### src/rtl/uart_pkg.sv
// Shared UART definitions used by both the RX and TX shift registers:
// one-hot frame states, configuration constants and the parity helper.
package uart_pkg;

    typedef enum logic [4:0] {
        IDLE      = 5'b0_0001,
        STARTBIT  = 5'b0_0010,
        DATABITS  = 5'b0_0100,
        PARITYBIT = 5'b0_1000,
        STOPBIT   = 5'b1_0000
    } uartState_e;

    localparam logic EVEN      = 1'b0;
    localparam logic ODD       = 1'b1;
    localparam logic BIGEND    = 1'b1;
    localparam logic LITTLEEND = 1'b0;
    localparam logic EMPTY     = 1'b0;
    localparam logic FULL      = 1'b1;

    // Parity bit value a correct frame carries for the given data byte.
    function automatic logic expectedParity(input logic [7:0] data, input logic method);
        logic result;
        case (method)
            EVEN:    result = ^data;
            ODD:     result = ~^data;
            default: result = ^data;
        endcase
        return result;
    endfunction

endpackage

### src/rtl/uart_rx_shift_register_if.sv
// RX FIFO write port plus the per-frame error pulses reported alongside it.
interface uart_rx_shift_register_if;
    logic       n_FifoWe_o;
    logic [7:0] FifoData_o;
    logic       p_FifoFull_i;
    logic       p_ParityErr_o;
    logic       p_FrameErr_o;
    logic       p_Overrun_o;

    modport master (
        output n_FifoWe_o, FifoData_o, p_ParityErr_o, p_FrameErr_o, p_Overrun_o,
        input  p_FifoFull_i
    );

    modport slave (
        input  n_FifoWe_o, FifoData_o, p_ParityErr_o, p_FrameErr_o, p_Overrun_o,
        output p_FifoFull_i
    );
endinterface

### src/rtl/uart_rx_sync_edge.sv
// Two-flop synchronizer for the rx pad and a falling-edge detect that compares
// the synced line only between consecutive sample ticks.
module uart_rx_sync_edge (
    input  logic clk,
    input  logic rst,
    input  logic sampleTick,
    input  logic serialIn,
    output logic rxSync,
    output logic fallEdge
);

    logic sync1_r;
    logic sync2_r;
    logic prevSample_r;

    // Synchronizer chain and previous-tick sample; idle line level is high.
    always_ff @(posedge clk) begin
        if (rst) begin
            sync1_r      <= 1'b1;
            sync2_r      <= 1'b1;
            prevSample_r <= 1'b1;
        end else begin
            sync1_r <= serialIn;
            sync2_r <= sync1_r;
            if (sampleTick) begin
                prevSample_r <= sync2_r;
            end else begin
                prevSample_r <= prevSample_r;
            end
        end
    end

    assign rxSync   = sync2_r;
    assign fallEdge = sampleTick & prevSample_r & ~sync2_r;

endmodule

### src/rtl/uart_rx_shift_register.sv
// UART receive shift register: oversampled start detection, mid-bit sampling,
// byte assembly with optional parity, and a single-cycle active-low FIFO write.
module uart_rx_shift_register
    import uart_pkg::*;
#(
    parameter int OVERSAMPLE = 16
) (
    input  logic       clk,
    input  logic       rst,
    input  logic       p_SampleTick_i,
    input  logic       SerialData_i,
    input  logic       p_BigEnd_i,
    input  logic       p_ParityEnable_i,
    input  logic       ParityMethod_i,
    output logic [4:0] State_o,
    uart_rx_shift_register_if.master fifoIf
);

    localparam int TW = $clog2(OVERSAMPLE);
    localparam logic [TW-1:0] MID_TICK  = TW'(OVERSAMPLE / 2 - 1);
    localparam logic [TW-1:0] LAST_TICK = TW'(OVERSAMPLE - 1);

    uartState_e    state_r,    stateNext_s;
    logic [TW-1:0] tickCnt_r,  tickCntNext_s;
    logic [3:0]    bitCnt_r,   bitCntNext_s;
    logic [7:0]    data_r,     dataNext_s;
    logic          parMiss_r,  parMissNext_s;
    logic          weN_r,      weNNext_s;
    logic [7:0]    fifoData_r, fifoDataNext_s;
    logic          parErr_r,   parErrNext_s;
    logic          frameErr_r, frameErrNext_s;
    logic          overrun_r,  overrunNext_s;
    logic          rxSync_s;
    logic          fallEdge_s;
    logic          midSample_s;
    logic [2:0]    bitIdx_s;

    uart_rx_sync_edge u_syncEdge (
        .clk        (clk),
        .rst        (rst),
        .sampleTick (p_SampleTick_i),
        .serialIn   (SerialData_i),
        .rxSync     (rxSync_s),
        .fallEdge   (fallEdge_s)
    );

    assign midSample_s = p_SampleTick_i && (tickCnt_r == MID_TICK);
    assign bitIdx_s    = (p_BigEnd_i == LITTLEEND) ? bitCnt_r[2:0] : (3'd7 - bitCnt_r[2:0]);

    // Next-state, counter, assembly and output-strobe logic for the frame FSM.
    always_comb begin
        stateNext_s    = state_r;
        tickCntNext_s  = tickCnt_r;
        bitCntNext_s   = bitCnt_r;
        dataNext_s     = data_r;
        parMissNext_s  = parMiss_r;
        weNNext_s      = 1'b1;
        fifoDataNext_s = fifoData_r;
        parErrNext_s   = 1'b0;
        frameErrNext_s = 1'b0;
        overrunNext_s  = 1'b0;

        if (p_SampleTick_i && (state_r != IDLE)) begin
            tickCntNext_s = (tickCnt_r == LAST_TICK) ? {TW{1'b0}} : tickCnt_r + TW'(1);
        end else begin
            tickCntNext_s = tickCnt_r;
        end

        case (state_r)
            IDLE: begin
                if (fallEdge_s) begin
                    stateNext_s   = STARTBIT;
                    tickCntNext_s = {TW{1'b0}};
                    bitCntNext_s  = 4'd0;
                    parMissNext_s = 1'b0;
                end else begin
                    stateNext_s = IDLE;
                end
            end
            STARTBIT: begin
                if (midSample_s) begin
                    stateNext_s = rxSync_s ? IDLE : DATABITS;
                end else begin
                    stateNext_s = STARTBIT;
                end
            end
            DATABITS: begin
                if (midSample_s) begin
                    dataNext_s[bitIdx_s] = rxSync_s;
                    bitCntNext_s         = bitCnt_r + 4'd1;
                    if (bitCnt_r == 4'd7) begin
                        stateNext_s = p_ParityEnable_i ? PARITYBIT : STOPBIT;
                    end else begin
                        stateNext_s = DATABITS;
                    end
                end else begin
                    stateNext_s = DATABITS;
                end
            end
            PARITYBIT: begin
                if (midSample_s) begin
                    parMissNext_s = (rxSync_s != expectedParity(data_r, ParityMethod_i));
                    stateNext_s   = STOPBIT;
                end else begin
                    stateNext_s = PARITYBIT;
                end
            end
            STOPBIT: begin
                // Leave at mid stop bit so the next start edge can be caught early.
                if (midSample_s) begin
                    stateNext_s   = IDLE;
                    tickCntNext_s = {TW{1'b0}};
                    if (!rxSync_s) begin
                        frameErrNext_s = 1'b1;
                    end else if (fifoIf.p_FifoFull_i == FULL) begin
                        overrunNext_s = 1'b1;
                    end else begin
                        weNNext_s      = 1'b0;
                        fifoDataNext_s = data_r;
                        parErrNext_s   = parMiss_r;
                    end
                end else begin
                    stateNext_s = STOPBIT;
                end
            end
            default: begin
                stateNext_s = IDLE;
            end
        endcase
    end

    // State, datapath and registered output update with synchronous reset.
    always_ff @(posedge clk) begin
        if (rst) begin
            state_r    <= IDLE;
            tickCnt_r  <= {TW{1'b0}};
            bitCnt_r   <= 4'd0;
            data_r     <= 8'h00;
            parMiss_r  <= 1'b0;
            weN_r      <= 1'b1;
            fifoData_r <= 8'h00;
            parErr_r   <= 1'b0;
            frameErr_r <= 1'b0;
            overrun_r  <= 1'b0;
        end else begin
            state_r    <= stateNext_s;
            tickCnt_r  <= tickCntNext_s;
            bitCnt_r   <= bitCntNext_s;
            data_r     <= dataNext_s;
            parMiss_r  <= parMissNext_s;
            weN_r      <= weNNext_s;
            fifoData_r <= fifoDataNext_s;
            parErr_r   <= parErrNext_s;
            frameErr_r <= frameErrNext_s;
            overrun_r  <= overrunNext_s;
        end
    end

    assign State_o              = state_r;
    assign fifoIf.n_FifoWe_o    = weN_r;
    assign fifoIf.FifoData_o    = fifoData_r;
    assign fifoIf.p_ParityErr_o = parErr_r;
    assign fifoIf.p_FrameErr_o  = frameErr_r;
    assign fifoIf.p_Overrun_o   = overrun_r;

endmodule

### src/flat_wrapper.sv
// flat-port wrapper written by rule: the top's interface ports become plain ports
module uart_rx_shift_register_flat import uart_pkg::*;
#(
    parameter int OVERSAMPLE = 16
)
  (clk, rst, p_SampleTick_i, SerialData_i, p_BigEnd_i, p_ParityEnable_i, ParityMethod_i, State_o, fifoIf_n_FifoWe_o, fifoIf_FifoData_o, fifoIf_p_ParityErr_o, fifoIf_p_FrameErr_o, fifoIf_p_Overrun_o, fifoIf_p_FifoFull_i);
  uart_rx_shift_register_if fifoIf_i ();
  input  logic clk;
  input  logic rst;
  input  logic p_SampleTick_i;
  input  logic SerialData_i;
  input  logic p_BigEnd_i;
  input  logic p_ParityEnable_i;
  input  logic ParityMethod_i;
  output logic [4:0] State_o;
  output wire logic [$bits(fifoIf_i.n_FifoWe_o)-1:0] fifoIf_n_FifoWe_o;
  output wire logic [$bits(fifoIf_i.FifoData_o)-1:0] fifoIf_FifoData_o;
  output wire logic [$bits(fifoIf_i.p_ParityErr_o)-1:0] fifoIf_p_ParityErr_o;
  output wire logic [$bits(fifoIf_i.p_FrameErr_o)-1:0] fifoIf_p_FrameErr_o;
  output wire logic [$bits(fifoIf_i.p_Overrun_o)-1:0] fifoIf_p_Overrun_o;
  input wire logic [$bits(fifoIf_i.p_FifoFull_i)-1:0] fifoIf_p_FifoFull_i;
  assign fifoIf_n_FifoWe_o = fifoIf_i.n_FifoWe_o;
  assign fifoIf_FifoData_o = fifoIf_i.FifoData_o;
  assign fifoIf_p_ParityErr_o = fifoIf_i.p_ParityErr_o;
  assign fifoIf_p_FrameErr_o = fifoIf_i.p_FrameErr_o;
  assign fifoIf_p_Overrun_o = fifoIf_i.p_Overrun_o;
  assign fifoIf_i.p_FifoFull_i = fifoIf_p_FifoFull_i;
  uart_rx_shift_register #(.OVERSAMPLE(OVERSAMPLE)) u_core (.clk(clk), .rst(rst), .p_SampleTick_i(p_SampleTick_i), .SerialData_i(SerialData_i), .p_BigEnd_i(p_BigEnd_i), .p_ParityEnable_i(p_ParityEnable_i), .ParityMethod_i(ParityMethod_i), .State_o(State_o), .fifoIf(fifoIf_i));
endmodule
### config.mk
export PLATFORM = sky130hd
export DESIGN_NAME = uart_rx_shift_register_flat
export DESIGN_NICKNAME = d
export VERILOG_FILES = /design/src/rtl/uart_pkg.sv /design/src/rtl/uart_rx_shift_register_if.sv /design/src/rtl/uart_rx_sync_edge.sv /design/src/rtl/uart_rx_shift_register.sv /design/src/flat_wrapper.sv
export SDC_FILE = /design/constraint.sdc
export NUM_CORES = 1
export LEC_CHECK = 0
export ABC_AREA = 1
export BUFFER_PORTS_ARGS = -buffer_cell sky130_fd_sc_hd__buf_2
export CAP_MARGIN = 20
export CORE_ASPECT_RATIO = 1.75
export CORE_UTILIZATION = 56
export CTS_CLUSTER_DIAMETER = 80
export CTS_CLUSTER_SIZE = 30
export DETAILED_ROUTE_END_ITERATION = 10
export PLACE_DENSITY = 0.9
export SLEW_MARGIN = 20
export SYNTH_ARGS = -nofsm -noshare
export SYNTH_HDL_FRONTEND = slang
export SYNTH_SLANG_ARGS = --single-unit
### constraint.sdc
create_clock -name clk -period 1.8 [get_ports clk]
set_input_delay 0.27 -clock clk [delete_from_list [all_inputs] [get_ports clk]]
set_output_delay 0.27 -clock clk [all_outputs]
set_load 0.01 [all_outputs]
After elaboration in Yosys (flattened, before gate mapping). Cells that the tools add are included.

Register bits after elaboration: 37. Bits of input ports: 8.

Add/sub/neg operators: 3. $lt $le $gt $ge: 2. Eq/ne operators: 13. Mux-type cells: 29. Bitwise gates (word level): 7. Reductions and logical operators: 14.

Operator list (count): $mux W5 (6); $pmux W5 S5 (1); $mux W4 (6); $pmux W4 S2 (2); $add A4 B1 Y4 const B (2); $bwmux W8 (1); $eq A4 B3 Y1 const B (2); $reduce_xnor A8 Y1 (1); $reduce_xor A8 Y1 (1); $mux W1 (7); $mux W3 (2); $ne A2 B1 Y1 const B (3); $reduce_and A3 Y1 (2); $eq A5 B1 Y1 const B (1); $eq A5 B2 Y1 const B (1); $eq A5 B3 Y1 const B (1); $eq A5 B4 Y1 const B (1); $eq A5 B5 Y1 const B (1); $ne A5 B1 Y1 const B (1); $not A1 Y1 (5); $reduce_or A5 Y1 (1); $eq A4 B4 Y1 const B (1); $lt A3 B4 Y1 const B (1); $pmux W1 S2 (2); other kinds (12) (16).

Depth between registers and ports, before layout.
Depth in word-level cells: 7. Depth in mapped cells: 11. Mapped depth without buffers: 11.

Modules after synthesis. A second synthesis with hierarchy kept.

Cell total of the unflattened synthesis: 261. Area total of the unflattened synthesis: 1848.0 um^2.

By module, submodules not included: uart_rx_shift_register (instances 1, cells an instance 249, area an instance 1747.9 um^2); uart_rx_sync_edge (instances 1, cells an instance 12, area an instance 100.1 um^2).

Worst setup path before layout. No wires, ideal clock.

Path kind: register -> register. From: reg u_core.tickCnt_r[0]. To: reg u_core.fifoData_r[3], in the netlist u_core.fifoIf.FifoData_o[3]. Setup time: 0.066 ns. Data arrival time: 1.248 ns. Required time: 1.734 ns. Setup slack: 0.486 ns. Cell stages (with the launch flop): 11. Path buffers: 1. Period minus slack after synthesis: 1.314 ns. Cells stage by stage: dfxtp_1 ha_1 nand2_1 inv_1 nand2_4 nor2_4 nand3_2 inv_2 buf_6 o21ai_2 a21oi_2.

Word-level cells in the longest chain between the ends: 3.

RTL lines: from (decl) (line uart_rx_shift_register.sv:24) `logic [TW-1:0] tickCnt_r, tickCntNext_s;`; from (signal assigned) (line uart_rx_shift_register.sv:136) `tickCnt_r <= {TW{1'b0}};`; from (signal assigned) (line uart_rx_shift_register.sv:147) `tickCnt_r <= tickCntNext_s;`; $eq A4 B3 Y1 (line uart_rx_shift_register.sv:47) `assign midSample_s = p_SampleTick_i && (tickCnt_r == MID_TICK);`; $logic_and A1 B1 Y1 (line uart_rx_shift_register.sv:47); $reduce_and A4 Y1 (no line); to (signal assigned) (line uart_rx_shift_register.sv:152) `fifoData_r <= fifoDataNext_s;`; to (decl) (line uart_rx_shift_register.sv:29) `logic [7:0] fifoData_r, fifoDataNext_s;`.

Every way passes these cells. A chain may end at the register's enable or synchronous reset.

Final worst setup path.
From: reg u_core.tickCnt_r[0]. To: reg u_core.data_r[7].

Word-level cells in the longest chain between the ends: 3.

RTL lines: $eq A4 B3 Y1 (line uart_rx_shift_register.sv:47); $logic_and A1 B1 Y1 (line uart_rx_shift_register.sv:47); $reduce_and A2 Y1 (no line); to (signal assigned) (line uart_rx_shift_register.sv:149) `data_r <= dataNext_s;`; to (decl) (line uart_rx_shift_register.sv:26) `logic [7:0] data_r, dataNext_s;`.

Every way passes these cells.

==> impl_results.rst <==
.. list-table::
   :header-rows: 1

   * - Metric
     - Value
   * - Outcome
     - complete, no violations
   * - Post-cts sizing count
     - 0
   * - Post-detailed-route via-to-cell ratio
     - 5.22
   * - Period Utilization, post-route
     - 84.2%
   * - Transition time at the pin with the least slew margin
     - 0.370 ns
   * - Maximum ir drop on the vdd rail
     - 614 uV
   * - Initial Util
     - 58.5%
   * - Total met3 wirelength after detailed routing
     - 158 um
   * - Horiz. Die Dim
     - 45.1 um
   * - Remaining global-route overflow
     - 0
   * - Power density normalized to cell area
     - 731 mW/mm2
   * - FILL cells
     - 302
   * - Crit. Startpoint
     - u_core.tickCnt_r[0]
   * - Count of routing violations after the opening detailed-route iteration
     - 38
   * - Final wirelength
     - 3.66 mm
   * - Ant. Diodes
     - 0
   * - Critical path capture point type
     - flip-flop
   * - Die height
     - 77.3 um
   * - Number of synthesized flops with an enable pin
     - 0
   * - Data arrival time of the critical path
     - 1.74 ns
   * - Top-area cell type share of the netlist area
     - 40.8%
   * - Mean instance size in the synthesized netlist
     - 7.15 um2
   * - Setup violators final
     - 0
   * - Library cell occupying the most area in the post-synthesis netlist
     - dfxtp_1
   * - Normalized max-slew margin
     - 75.3%
   * - Number of non-filler instances in the completed layout
     - 325
   * - Synthesis Warnings
     - 0
   * - Overall power
     - 1.51 mW
   * - Clock Latency Late Sink
     - 0.29 ns
   * - Hold-fix buffers, CTS
     - 0
   * - Post-synthesis instance area
     - 0.00182 mm2
   * - Main area contributors after synthesis
     - dfxtp_1 (41%), nand2_1 (11%), inv_1 (6.2%)
   * - Clock tree from TritonCTS
     - built
   * - Area growth from synthesis to layout
     - 13.6%
   * - Via count of the first global-routing pass
     - 1584
   * - Inserted Clock Buffers
     - 5
   * - Worst Setup EP
     - u_core.data_r[7]
   * - Detail Placement HPWL
     - 2.84 mm
   * - Startpoint kind of the worst setup timing path
     - flip-flop
   * - Number of instances in the placed design
     - 318
   * - Routed via count
     - 1697
   * - Async set-or-reset flop fraction in the synthesized netlist
     - 0%
   * - Die area
     - 0.00348 mm2
   * - Minimum period implied by the final worst setup slack
     - 1.51 ns
   * - Required time reported for the critical path endpoint
     - 2.02 ns
   * - Number of routed nets with antenna violations
     - 0
   * - Number of setup buffers added after CTS
     - 0
   * - Final weighted congestion in routability-driven placement
     - 0.945
   * - R2R setup slack
     - 0.29 ns
   * - First-pass GRT wire length
     - 6.18 mm
   * - Layout cell share with drive strength beyond 1
     - 19.9%
   * - Routed length on met2
     - 2.01 mm
   * - Final Util
     - 66.4%
   * - Largest fanout of any net on the critical path
     - 8
   * - Fin Clk Skew
     - 0.00489 ns
   * - Post-synth top flop
     - dfxtp_1
   * - Cell with the most instances after synthesis
     - nand2_1
   * - Leakage power
     - 0.960 nW
   * - PortBufs
     - 24
   * - FF+latch count, synth
     - 37
   * - Count of pins on the block boundary
     - 25
   * - Min-delay src
     - SerialData_i
   * - Clk root buf
     - clkbuf_8
   * - Hold Vio Cnt, Final
     - 0
   * - RSZ-0062 raised after global routing
     - no
   * - RR Startpoint
     - u_core.tickCnt_r[0]
   * - Cells after synthesis
     - 254
   * - Placed cell areas
     - 0.00198 mm2
   * - Post-synthesis cell type count
     - 31
   * - Post-synth top cells
     - nand2_1 (53), dfxtp_1 (37), inv_1 (30), nor2_1 (30), a21oi_1 (21)
   * - Clock-pin slew of the registers on the worst-case setup and hold paths
     - 0.07 ns
   * - Detailed-route wire length on metal 1
     - 1.34 mm
   * - Sequential cell area fraction in the yosys report
     - 40.8%
   * - Post-Synthesis Net Count
     - 264
   * - H-tree Lvls
     - 2
   * - Post-layout nets
     - 292
   * - Placeable core region
     - 0.00311 mm2
   * - Pre-antenna DRT Iters
     - 4
   * - Startpoint-to-endpoint class of the critical path
     - flip-flop to flip-flop
   * - Hold slack final
     - 0.157 ns
   * - Cell area after layout
     - 0.00206 mm2
   * - Final Max Slew Viols
     - 0
   * - Standard-cell rows
     - 27
   * - FMAX
     - 660 MHz
   * - Largest net degree at the start of global routing
     - 16
   * - Post-place setup slack
     - 0.295 ns
   * - Setup Total Neg Slack
     - 0 ns
   * - Remaining DRCs
     - 0
   * - Antenna violations before repair
     - 0
   * - Hold Path Class
     - input port to flip-flop
   * - Worst path setup slack after routing
     - 0.285 ns
   * - Post-detailed-route wirelength per cell
     - 11.3 um
   * - Top routing layer in use
     - met4
   * - R2R cell count
     - 9
   * - CTS max path bufs
     - 2
   * - Total global-route track usage
     - 23.9%
   * - Sink count of the clock tree
     - 37
   * - Terminus of the critical flop-to-flop path
     - u_core.data_r[7]
   * - Max capacitance violation total
     - 0
## where the power goes
part           internal [mW]  switching, mW
combinational         0.0348         0.0667
sequential             0.827        0.00725
clock                  0.303          0.269
total                   1.17          0.343
## logic make-up after synthesis
kind of cell	Yosys count	synth area share, %
buffers and inverters	39	8.54
XOR/XNOR	7	3.37
AND/OR/NAND/NOR	122	32.3
AO/OA/AOI/OAI	47	13.6
flip-flops	37	40.8
adder cells (fa/ha/maj)	2	1.38
## registers in the layout, indices dropped and copies added (netlist names), 4 cells and up
register and flops:
u_core.data_r 8, u_core.fifoIf.FifoData_o 8, u_core.State_o 5, u_core.bitCnt_r 4
u_core.tickCnt_r 4
## per-layer routing
layer / vias up / track usage [%]
met3: 15 / 6.51
li1: 867 / -
met5: - / 0
met4: 0 / 16.4
met2: 58 / 42.8
met1: 757 / 21.5
## layout make-up
cell class	instances	area [um2]	area share, %
clock buffers	7	86.3	4.18
multi-input cells	178	921	44.6
inverters	34	128	6.18
well taps	43	53.8	2.61
flip-flops and latches	37	741	35.9
repair buffers	26	135	6.55
## worst max-delay path, stage by stage (launching register included)
cell,delay [ns]
dfxtp_1,0.35
ha_1,0.17
nand2_1,0.05
inv_1,0.10
nand2_4,0.10
nor2_4,0.17
nand2_2,0.10
nor2_1,0.18
o21ai_0,0.11
a21oi_1,0.11
## cells in the final DEF, fill, tap and decap left out, types with 2 or more instances in the layout
master / count
nand4_1: 2
nor2_1: 30
dfxtp_1: 37
xor2_1: 3
inv_2: 4
nand2_1: 53
nor3_1: 4
buf_2: 24
buf_4: 2
nand2_2: 4
inv_1: 30
a31oi_1: 2
clkbuf_8: 6
nor2_4: 4
ha_1: 2
nand3_1: 13
or2_2: 3
xnor2_1: 4
nor2_2: 2
a21oi_1: 21
nand3_2: 2
o21ai_0: 20
## worst min-delay path by stage
stage	to	slack [ns]	depth (start not counted)
after global routing	u_core.u_syncEdge.sync1_r	0.16	2
after global placement	u_core.u_syncEdge.rxSync	0.41	1
after floorplan	u_core.u_syncEdge.sync1_r	0.37	1
final	u_core.u_syncEdge.sync1_r	0.16	2
after CTS	u_core.u_syncEdge.sync1_r	0.15	2
after detailed placement	u_core.u_syncEdge.rxSync	0.41	1
Note: power is estimated with default switching activity, not from simulation.
